[src/rtl/register_file_param.sv]
// Parametrised register file: one synchronous write port, two registered read
// ports with write-to-read bypass, optional hardwired zero register and a sweep clear engine.
module register_file_param #(
  parameter int WIDTH    = 16,
  parameter int DEPTH    = 32,
  parameter int ADDR_W   = 5,
  parameter int ZERO_REG = 0
) (
  input  logic              clk,
  input  logic              reset,
  input  logic              we,
  input  logic [ADDR_W-1:0] waddr,
  input  logic [WIDTH-1:0]  wdata,
  input  logic              re,
  input  logic [ADDR_W-1:0] raddr1,
  input  logic [ADDR_W-1:0] raddr2,
  output logic [WIDTH-1:0]  rdata1,
  output logic [WIDTH-1:0]  rdata2,
  output logic              rvalid,
  input  logic              clear_req,
  output logic              busy
);

  localparam logic [0:0]        IDLE      = 1'b0;
  localparam logic [0:0]        CLEAR     = 1'b1;
  localparam logic [ADDR_W:0]   DEPTH_EXT = (ADDR_W+1)'(DEPTH);
  localparam logic [ADDR_W-1:0] LAST_PTR  = ADDR_W'(DEPTH - 1);

  if (DEPTH < 2 || DEPTH > (1 << ADDR_W)) begin : gBadDepth
    $error("register_file_param: DEPTH must satisfy 2 <= DEPTH <= 2**ADDR_W");
  end

  logic [WIDTH-1:0]  regArray [DEPTH];
  logic [0:0]        state;
  logic [ADDR_W-1:0] ptr;

  logic              isIdle;
  logic              wrAccept_p0;
  logic              rdEn_p0;
  logic [ADDR_W-1:0] rdIdx1_p0;
  logic [ADDR_W-1:0] rdIdx2_p0;
  logic [WIDTH-1:0]  rdNext1_p0;
  logic [WIDTH-1:0]  rdNext2_p0;

  logic [WIDTH-1:0]  rdData1_p1;
  logic [WIDTH-1:0]  rdData2_p1;
  logic              vld_p1;

  function automatic logic inRange(input logic [ADDR_W-1:0] addr);
    return {1'b0, addr} < DEPTH_EXT;
  endfunction

  function automatic logic isZeroReg(input logic [ADDR_W-1:0] addr);
    return (ZERO_REG != 0) && (addr == '0);
  endfunction

  // Out-of-range and zero-register reads win over the bypass, which wins over storage.
  function automatic logic [WIDTH-1:0] resolveRead(
    input logic [ADDR_W-1:0] addr,
    input logic              bypassHit,
    input logic [WIDTH-1:0]  bypassData,
    input logic [WIDTH-1:0]  stored
  );
    if (!inRange(addr) || isZeroReg(addr)) return '0;
    if (bypassHit)                         return bypassData;
    return stored;
  endfunction

  assign isIdle = (state == IDLE);
  assign busy   = (state == CLEAR);

  // Stage p0: request qualification and read-data selection
  always_comb begin
    wrAccept_p0 = !reset && isIdle && we && !clear_req &&
                  inRange(waddr) && !isZeroReg(waddr);
    rdEn_p0     = isIdle && re;
    rdIdx1_p0   = inRange(raddr1) ? raddr1 : '0;
    rdIdx2_p0   = inRange(raddr2) ? raddr2 : '0;
    rdNext1_p0  = resolveRead(raddr1, wrAccept_p0 && (waddr == raddr1),
                              wdata, regArray[rdIdx1_p0]);
    rdNext2_p0  = resolveRead(raddr2, wrAccept_p0 && (waddr == raddr2),
                              wdata, regArray[rdIdx2_p0]);
  end

  always_ff @(posedge clk) begin
    if (reset) begin
      state <= CLEAR;
      ptr   <= '0;
    end else if (state == CLEAR) begin
      if (ptr == LAST_PTR) begin
        state <= IDLE;
        ptr   <= '0;
      end else begin
        ptr <= ptr + 1'b1;
      end
    end else if (clear_req) begin
      state <= CLEAR;
      ptr   <= '0;
    end
  end

  // Storage is not reset; the clear sweep defines every entry.
  always_ff @(posedge clk) begin
    if (!reset && state == CLEAR) begin
      regArray[ptr] <= '0;
    end else if (wrAccept_p0) begin
      regArray[waddr] <= wdata;
    end
  end

  // Stage p1: registered read outputs
  always_ff @(posedge clk) begin
    if (reset) begin
      rdData1_p1 <= '0;
      rdData2_p1 <= '0;
      vld_p1     <= 1'b0;
    end else begin
      vld_p1 <= rdEn_p0;
      if (rdEn_p0) begin
        rdData1_p1 <= rdNext1_p0;
        rdData2_p1 <= rdNext2_p0;
      end
    end
  end

  assign rdata1 = rdData1_p1;
  assign rdata2 = rdData2_p1;
  assign rvalid = vld_p1;

endmodule
[config.mk]
export PLATFORM = sky130hd
export DESIGN_NAME = register_file_param
export DESIGN_NICKNAME = d
export VERILOG_FILES = /design/src/rtl/register_file_param.sv
export SDC_FILE = /design/constraint.sdc
export NUM_CORES = 1
export LEC_CHECK = 0
export CAP_MARGIN = 5
export CORE_ASPECT_RATIO = 1.4
export CORE_MARGIN = 4
export CORE_UTILIZATION = 45
export CTS_CLUSTER_SIZE = 28
export DETAILED_ROUTE_END_ITERATION = 10
export HOLD_SLACK_MARGIN = 0.02
export PLACE_DENSITY = 0.68
export SYNTH_ARGS = -nofsm -noshare
export SYNTH_HDL_FRONTEND = slang
export SYNTH_SLANG_ARGS = --single-unit
[constraint.sdc]
create_clock -name clk -period 3.5 [get_ports clk]
set_clock_uncertainty 0.2 [all_clocks]
set_input_delay 0.7 -clock clk [delete_from_list [all_inputs] [get_ports clk]]
set_output_delay 0.7 -clock clk [all_outputs]
set_load 0.02 [all_outputs]
==> results of run 1 <==
==> logic make-up (layout without fill, tap and decap cells) <==
family          count (synthesis)  count (layout)  share of synthesized area (%)
flops                         551             551                          63.07
xor+xnor                        3               3                         0.1026
mux                           360             360                          26.77
fa+ha+maj                       2               2                        0.09767
buf+inv                       119             341                          2.164
simple gates                  227             227                          3.668
compound gates                120             120                          4.137
==> worst register-to-register path: stages (launching register included) <==
cell and delay, ps:
dfxtp_1 490, nor4b_4 400, buf_12 180, mux2i_2 400, nor2b_1 330, nand2_1 160
nor2_1 170, buf_4 230
==> area by class of cell <==
cell class | count | area [um^2]
inverter | 23 | 87.58
clock inverter | 32 | 280.3
sequential | 551 | 16160
multi-input combinational | 712 | 8920
tap | 735 | 919.6
timing repair buffer | 225 | 2270
clock buffer | 61 | 1335
fill | 4395 | 26480
==> flip-flops by register name (all words and copies together), names as in the netlist <==
name / cells
regArray: 512
rdata1: 16
rdata2: 16
ptr: 5
busy: 1
rvalid: 1
==> stage by stage <==
step / total power [W] / std cells
floorplan: 0.007799 / 1382
global placement: 0.008122 / 2246
detailed placement: 0.008131 / 2246
CTS: 0.01349 / 2339
global route: 0.01381 / 2339
finish: 0.01341 / 2339
==> worst paths after layout <==
path,from,end,cells after the start
setup / recovery,reset,regArray[10][11]$_DFFE_PP_,8
hold / removal,rdata2[13]$_SDFFE_PP0P_,rdata2[13]$_SDFFE_PP0P_,2
setup reg to reg,busy$_SDFF_PP1_,regArray[10][11]$_DFFE_PP_,7
hold reg to reg,rdata2[13]$_SDFFE_PP0P_,rdata2[13]$_SDFFE_PP0P_,2
==> where the power goes <==
group | total, W | switching (W) | internal, W
sequential | 0.00714 | 0.0000193 | 0.00712
clock | 0.00542 | 0.00240 | 0.00302
combinational | 0.000847 | 0.000449 | 0.000397
total | 0.0134 | 0.00286 | 0.0105
==> layer usage <==
| layer | GRT usage, % | wire length, um | share of wire (%) |
|---|---|---|---|
| met1 | 28.97 | 25350 | 37 |
| met2 | 37.68 | 34700 | 51 |
| met3 | 3.272 | 5290 | 7.8 |
| met4 | 7.006 | 2344 | 3.5 |
| met5 | 0 | 0 | 0 |
==> cell usage in the layout (no fill, tap or decap), types with 32 or more instances in the layout <==
cell type	n
edfxtp_1	512
mux4_2	256
nand2_1	160
buf_4	125
mux2i_1	68
clkdlybuf4s50_1	64
clkbuf_16	52
nor2_1	45
dfxtp_1	39
mux2_2	34
o22ai_1	33
buf_12	32
==> results by group, run 1 <==
Run status
  – Status: completed

Yosys
  – Post-synth EDFFs: 512
  – Post-synth cell types: 46
  – Top cell type's share of synthesized area: 60.02%
  – Synth cell count leaders: edfxtp_1 (512), mux4_2 (256), nand2_1 (160), mux2i_1 (68), nor2_1 (45)
  – Area leader, netlist: edfxtp_1
  – Syn nets: 1,420
  – Sequential-to-total area share from yosys stat: 63.07%
  – Cell area after synthesis: 25,620 um^2
  – Synth area leaders: edfxtp_1 (60%), mux4_2 (23%), dfxtp_1 (3.0%)
  – Mean area per synthesized cell: 18.54 um^2
  – Register bit total from synthesis: 551
  – Main synth FF type: edfxtp_1
  – Syn. warnings: 0
  – Mapped Cells: 1,382
  – Cell with the most instances after synthesis: edfxtp_1
  – Async S/R FF share, synth: 0%

Place
  – Input/output buffers: 69
  – Pre-CTS worst setup slack: 1.992 ps
  – Final HPWL DP: 47,290 um
  – Gp weighted congestion: 0.8813
  – Area after DPL: 28,350 um^2

Power
  – Power Density: 447.3 nW/um^2
  – Worst vdd ir: 0.0003470 V
  – Pleak: 10.96 nW

Drt
  – Vias per cell: 6.274
  – Via count: 14,680
  – DRT iter0 DRCs: 1,537
  – DRC viols: 0
  – Final WL: 67,690 um
  – Remaining antenna violation count: 0
  – TritonRoute pass-1 iters: 5
  – Wire per inst: 28.94 um

Worst setup path
  – Crit Path Max Fanout: 12
  – Critical Path Max Stage Delay: 470 ps
  – Setup crit end kind: flip-flop
  – CP cell instances: clkdlybuf4s50_1, nor4b_4, buf_12, mux2i_2, nor2b_1, nand2_1, nor2_1, buf_4
  – CP delay by family, top: simple AND/OR/NAND/NOR gates
  – Worst R2R Setup Slack: 620 ps
  – CP arrival: 3020 ps
  – Startpoint type of the worst setup path: input pin
  – Crit path buffers/inverters: 3
  – CP max-delay cell: clkdlybuf4s50_1
  – Crit path required time: 3570 ps
  – WS Path Type: input pin to flip-flop

Clock tree
  – CTS tree: done
  – CTS Hold Bufs: 0
  – Clk Latency, worst-skew pair: 580 ps
  – Clock Tree Root: clkbuf_16
  – CTS HTree Levels: 2
  – TritonCTS buffer count: 51
  – Post-cts resize count: 0
  – Setup bufs post-CTS: 0
  – Clock Path Buffers: 3
  – CTS clk-pin slew, worst paths: 60 ps
  – Clk sinks: 551

STA
  – Slew HR: 14.91%
  – RSZ-0062 raised after global routing: false
  – WHS: 271.2 ps
  – Final Max Slew Viols: 0
  – Crit path time final: 2946 ps
  – Max frequency: 339.4 MHz
  – Post-route clock period utilization: 84.17%
  – Worst-Margin Slew: 1272 ps
  – Setup-failing EPs final: 0
  – Final TNS setup: 0 ps
  – Final Hold Fails: 0
  – Final setup margin: 554.0 ps

Floorplan
  – Die Height: 290.3 um
  – Die area: 60,860 um^2
  – Core area: 56,450 um^2
  – Initial core utilization: 45.38%
  – Die width: 209.7 um
  – Rows: 103
  – Num ports: 70

Run
  – Max Cap Viol: 0

Cells and area
  – Fin area: 29,970 um^2
  – Layout cells sized above 1: 34.91%
  – Final net count: 1,602
  – N_diodes: 0
  – Post-layout util: 53.09%
  – P&R area growth vs syn: 16.98%

Worst hold path
  – Worst hold path type: flip-flop to flip-flop

GRT
  – Vias in the first global route: 15,160
  – Pin count of the biggest net entering global routing: 52
  – First-pass GRT wire length: 99,650 um
  – All-Layer GR Usage: 21.92%
  – Initial antenna violation count: 0
  – Grt total ovfl: 0
(Power assumes the default switching activity.)
==> inputs of run 2 (changes only) <==
- clock period: 3.5 -> 2.95 ns (I/O delays scaled with it)
==> run 2 against run 1 <==
Compared with the run above: cell count is 2.7% higher; critical endpoint is now regArray[25][10]$_DFFE_PP_; critical path depth is 1 higher; die area stayed put; largest cell class unchanged; global-route usage is 0.48 points higher; sequential power is 19% higher.
==> results by group, run 2 (synthesis results as in run 1) <==
STA
  – Slew HR: 64.95%
  – Post-route clock period utilization: 93.03%
  – Final Max Slew Viols: 0
  – WHS: 264.3 ps
  – Crit path time final: 2744 ps
  – Setup-failing EPs final: 0
  – RSZ-0062 raised after global routing: false
  – Worst-Margin Slew: 523.8 ps
  – Final TNS setup: 0 ps
  – Final Hold Fails: 0
  – Max frequency: 364.4 MHz

Place
  – Input/output buffers: 69
  – Gp weighted congestion: 0.8989
  – Final HPWL DP: 48,760 um
  – Inst Count DP: 2,304

Drt
  – Via count: 14,920
  – Remaining antenna violation count: 0
  – DRT iter0 DRCs: 1,514
  – Vias per cell: 6.210
  – Wire per inst: 28.42 um
  – Final WL: 68,270 um
  – DRC viols: 0
  – TritonRoute pass-1 iters: 5

Clock tree
  – CTS tree: done
  – Clock Path Buffers: 3
  – Clk Latency, worst-skew pair: 590 ps
  – CTS HTree Levels: 2
  – TritonCTS buffer count: 52
  – CTS clk-pin slew, worst paths: 60 ps
  – Setup bufs post-CTS: 0
  – Clock Tree Root: clkbuf_16
  – Post-cts resize count: 0
  – CTS Hold Bufs: 0
  – Clk sinks: 551

Worst setup path
  – Critical Path Max Stage Delay: 480 ps
  – CP most frequent cell: buf_4
  – Crit Path Max Fanout: 16
  – Worst R2R Setup Slack: 320 ps
  – Startpoint type of the worst setup path: input pin
  – WS Path Type: input pin to flip-flop
  – Crit path required time: 3030 ps
  – Setup crit end kind: flip-flop
  – CP max-delay cell: clkdlybuf4s50_1
  – CP arrival: 2820 ps
  – Worst r2r src: busy$_SDFF_PP1_
  – CP delay by family, top: buffers and inverters
  – Crit path buffers/inverters: 4
  – CP cell instances: clkdlybuf4s50_1, nor4b_4, buf_4, mux2i_2, nor2b_1, buf_4, nand2_1, nor2_1, buf_12
  – Crit path launch: reset

Floorplan
  – Initial core utilization: 45.38%
  – Die area: 60,860 um^2
  – Num ports: 70
  – Core area: 56,450 um^2
  – Die Height: 290.3 um
  – Rows: 103
  – Die width: 209.7 um

Run status
  – Status: completed

Cells and area
  – N_diodes: 0
  – Final net count: 1,661
  – Area taken by multi-input logic gates: 8920 um^2
  – FILL cells: 4,351
  – Max FFs per register: 512
  – Most common cell after layout, fill and taps aside: edfxtp_1
  – Post-layout util: 54.54%
  – Seq. cell area: 16,160 um^2
  – Final cell count without fillers: 2,402
  – Layout cells sized above 1: 37.43%
  – Commonest cells after routing, fill and taps aside: edfxtp_1 (512), mux4_2 (256), nand2_1 (160), buf_4 (156), mux2i_1 (68)
  – P&R area growth vs syn: 20.18%
  – Top reg by flops: regArray

Power
  – Final total power: 0.01607 W
  – Worst vdd ir: 0.0004664 V
  – Power Density: 522.1 nW/um^2
  – Pleak: 11.34 nW

GRT
  – Initial antenna violation count: 0
  – All-Layer GR Usage: 22.40%
  – Grt total ovfl: 0
  – Vias in the first global route: 15,760
  – Pin count of the biggest net entering global routing: 47
  – First-pass GRT wire length: 102,900 um

Worst hold path
  – Hold path startpoint: rdata2[1]$_SDFFE_PP0P_
  – Worst hold path type: flip-flop to flip-flop

Run
  – Max Cap Viol: 0
==> run 2: final timing paths <==
check	endpoint	cells after the start
hold / removal	rdata2[1]$_SDFFE_PP0P_	2
setup reg to reg	regArray[25][10]$_DFFE_PP_	8
hold reg to reg	rdata2[1]$_SDFFE_PP0P_	2
setup / recovery	regArray[25][10]$_DFFE_PP_	9
==> run 2: cell type report <==
cell class	count	area share (%)
clock inverter	36	0.9754
sequential	551	52.48
tap	735	2.987
multi-input combinational	712	28.97
timing repair buffer	283	9.884
inverter	23	0.2845
clock buffer	62	4.418
==> run 2: per-layer routing <==
metal	routed length (um)	track usage, %	vias to the layer above
met2	35440	39.10	702
met4	2679	7.962	0
li1	-	-	6291
met1	25470	28.92	7785
met3	4671	2.991	138
met5	0	0	-
==> run 2: metrics by stage <==
| step | cell area, um^2 | worst slack [ps] |
|---|---|---|
| after floorplan | 25620 | -77.04 |
| after global placement | 29130 | -307.5 |
| after detailed placement | 29130 | -299.2 |
| after CTS | 30790 | 227.7 |
| after global routing | 30790 | 67.68 |
| final | 30790 | 205.7 |
==> run 2: where the power goes <==
part	internal (W)	total, W	switching [W]	leakage [nW]
combinational	0.000528	0.00107	0.000538	4.58
sequential	0.00845	0.00847	0.0000229	5.96
clock	0.00358	0.00653	0.00295	0.803
==> run 2: worst reg2reg max path: stages, from the launching register on <==
cell and delay [ps]:
dfxtp_1 380, nor4b_4 280, buf_4 210, mux2i_2 360
nor2b_1 200, buf_4 120, nand2_1 130, nor2_1 250
buf_12 190
==> inputs of run 3 (changes only) <==
- CTS_CLUSTER_DIAMETER: default -> 40
==> run 3 against run 2 <==
Compared with the run above: first-iteration DRC count fell by 8.2%; cell area grew 1.4%; critical path depth fell by 7; register-to-register slack better by 30 ps; sequential power about the same; die area unchanged; sequential share of layout area decreased by 0.74 points; utilization up 0.78 points; cell count grew 0.29%; clock power up 19%; critical endpoint is now busy.
==> results by group, run 3 (synthesis results as in run 1) <==
Floorplan
  – Die width: 209.7 um
  – Die area: 60,860 um^2
  – Initial core utilization: 45.38%
  – Rows: 103
  – Num ports: 70
  – Die Height: 290.3 um
  – Core area: 56,450 um^2

Drt
  – Wire per inst: 28.45 um
  – TritonRoute pass-1 iters: 5
  – Vias per cell: 6.181
  – DRT iter0 DRCs: 1,390
  – Via count: 14,890
  – Final WL: 68,530 um
  – Remaining antenna violation count: 0
  – DRC viols: 0

Worst setup path
  – Crit Path Max Fanout: 11
  – Crit path launch: busy$_SDFF_PP1_
  – R2R Path End: regArray[25][2]$_DFFE_PP_
  – Critical Path End: busy
  – Crit path required time: 2160 ps
  – Startpoint type of the worst setup path: flip-flop
  – CP arrival: 1920 ps
  – Register-to-Register Path Depth: 8
  – WS Path Type: flip-flop to primary output
  – Setup crit end kind: primary output
  – Worst r2r src: busy$_SDFF_PP1_
  – Worst R2R Setup Slack: 350 ps

Place
  – Pre-CTS worst setup slack: -299.2 ps
  – Final HPWL DP: 48,760 um
  – Inst Count DP: 2,304
  – Input/output buffers: 69
  – Gp weighted congestion: 0.8989

Cells and area
  – N_diodes: 0
  – Commonest cells after routing, fill and taps aside: edfxtp_1 (512), mux4_2 (256), nand2_1 (160), buf_4 (156), mux2i_1 (68)
  – Final cell count without fillers: 2,409
  – Post-layout util: 55.32%
  – Final net count: 1,665
  – FILL cells: 4,272
  – Layout cells sized above 1: 38.47%
  – Max FFs per register: 512
  – Most common cell after layout, fill and taps aside: edfxtp_1
  – P&R area growth vs syn: 21.91%
  – Top reg by flops: regArray

STA
  – Final Hold Fails: 0
  – Max frequency: 368.6 MHz
  – Final TNS setup: 0 ps
  – Final Max Slew Viols: 0
  – Slew HR: 63.78%
  – Worst-Margin Slew: 543.4 ps
  – Setup-failing EPs final: 0
  – WHS: 267.4 ps
  – Post-route clock period utilization: 91.97%
  – Final setup margin: 236.9 ps
  – RSZ-0062 raised after global routing: false
  – Crit path time final: 2713 ps

GRT
  – Grt total ovfl: 0
  – Pin count of the biggest net entering global routing: 47
  – First-pass GRT wire length: 103,300 um
  – All-Layer GR Usage: 22.47%
  – Initial antenna violation count: 0
  – Vias in the first global route: 15,740

Clock tree
  – Clk sinks: 551
  – CTS HTree Levels: 2
  – CTS Hold Bufs: 0
  – Clk Latency, worst-skew pair: 620 ps
  – Setup bufs post-CTS: 0
  – Clock Tree Root: clkbuf_16
  – Post-cts resize count: 0
  – TritonCTS buffer count: 56
  – Clock Path Buffers: 3
  – CTS tree: done
  – CTS clk-pin slew, worst paths: 70 ps

Power
  – Power Density: 553.8 nW/um^2
  – Sw frac: 24.27%
  – Cell Int Power: 0.01310 W
  – Psw: 0.004197 W
  – Worst vdd ir: 0.0004798 V
  – Pleak: 11.54 nW
  – Clock Power Share: 44.9%
  – Flop pwr share: 49.0%
  – Combinational fraction of design power: 6.2%

Run
  – Max Cap Viol: 0

Run status
  – Status: completed

Worst hold path
  – Worst hold path type: flip-flop to flip-flop
-- run 3: cell types whose count changed in the layout (fill, tap and decap cells not counted), moves of 2 or more --
cell	before	now
inv_16	0	4
clkbuf_16	53	57
inv_12	0	6
clkinv_1	8	2
inv_8	0	8
clkinv_8	0	12
clkinv_2	15	2
clkbuf_1	9	2
clkinvlp_4	6	4
-- run 3: per-layer routing --
metal | track usage (%) | wire (um)
met1 | 28.59 | 25370
met3 | 3.574 | 4923
met4 | 7.946 | 2662
met5 | 0 | 0
met2 | 39.26 | 35570
-- run 3: critical path, cell delays in order (launching register included) --
cell,delay [ps]
dfxtp_1,480
buf_4,230
clkdlybuf4s50_1,620
-- run 3: cell type report --
cell class                 count  area (um^2)  area share (%)
inverter                      23        87.58          0.2805
tap                          735        919.6           2.945
clock inverter                46        669.4           2.144
clock buffer                  59         1434           4.592
timing repair buffer         283         3043           9.744
sequential                   551        16160           51.73
multi-input combinational    712         8920           28.56
-- run 3: how the worst min path moves through the flow --
stage,from,to,cells after the start
2_1_floorplan,ptr[3]$_SDFFE_PP0P_,ptr[3]$_SDFFE_PP0P_,2
3_3_place_gp,rdata1[3]$_SDFFE_PP0P_,rdata1[3]$_SDFFE_PP0P_,2
3_5_place_dp,rdata2[1]$_SDFFE_PP0P_,rdata2[1]$_SDFFE_PP0P_,2
4_1_cts,rdata2[1]$_SDFFE_PP0P_,rdata2[1]$_SDFFE_PP0P_,2
5_1_grt,rdata2[4]$_SDFFE_PP0P_,rdata2[4]$_SDFFE_PP0P_,2
6_report,rdata2[1]$_SDFFE_PP0P_,rdata2[1]$_SDFFE_PP0P_,2
-- run 3: metrics by stage --
step           cell area, um^2  total power [W]
2_1_floorplan            25620         0.009253
3_3_place_gp             29130         0.009699
3_5_place_dp             29130         0.009710
4_1_cts                  31230          0.01745
5_1_grt                  31230          0.01785
6_report                 31230          0.01729
-- run 3: power by group through the flow --
stage / sequential [W] / clock [W] / combinational [W]
final: 0.00847 / 0.00776 / 0.00107
after global routing: 0.00847 / 0.00825 / 0.00113
after CTS: 0.00846 / 0.00792 / 0.00107
after detailed placement: 0.00864 / 0 / 0.00107
after global placement: 0.00864 / 0 / 0.00106
after floorplan: 0.00863 / 0 / 0.000621
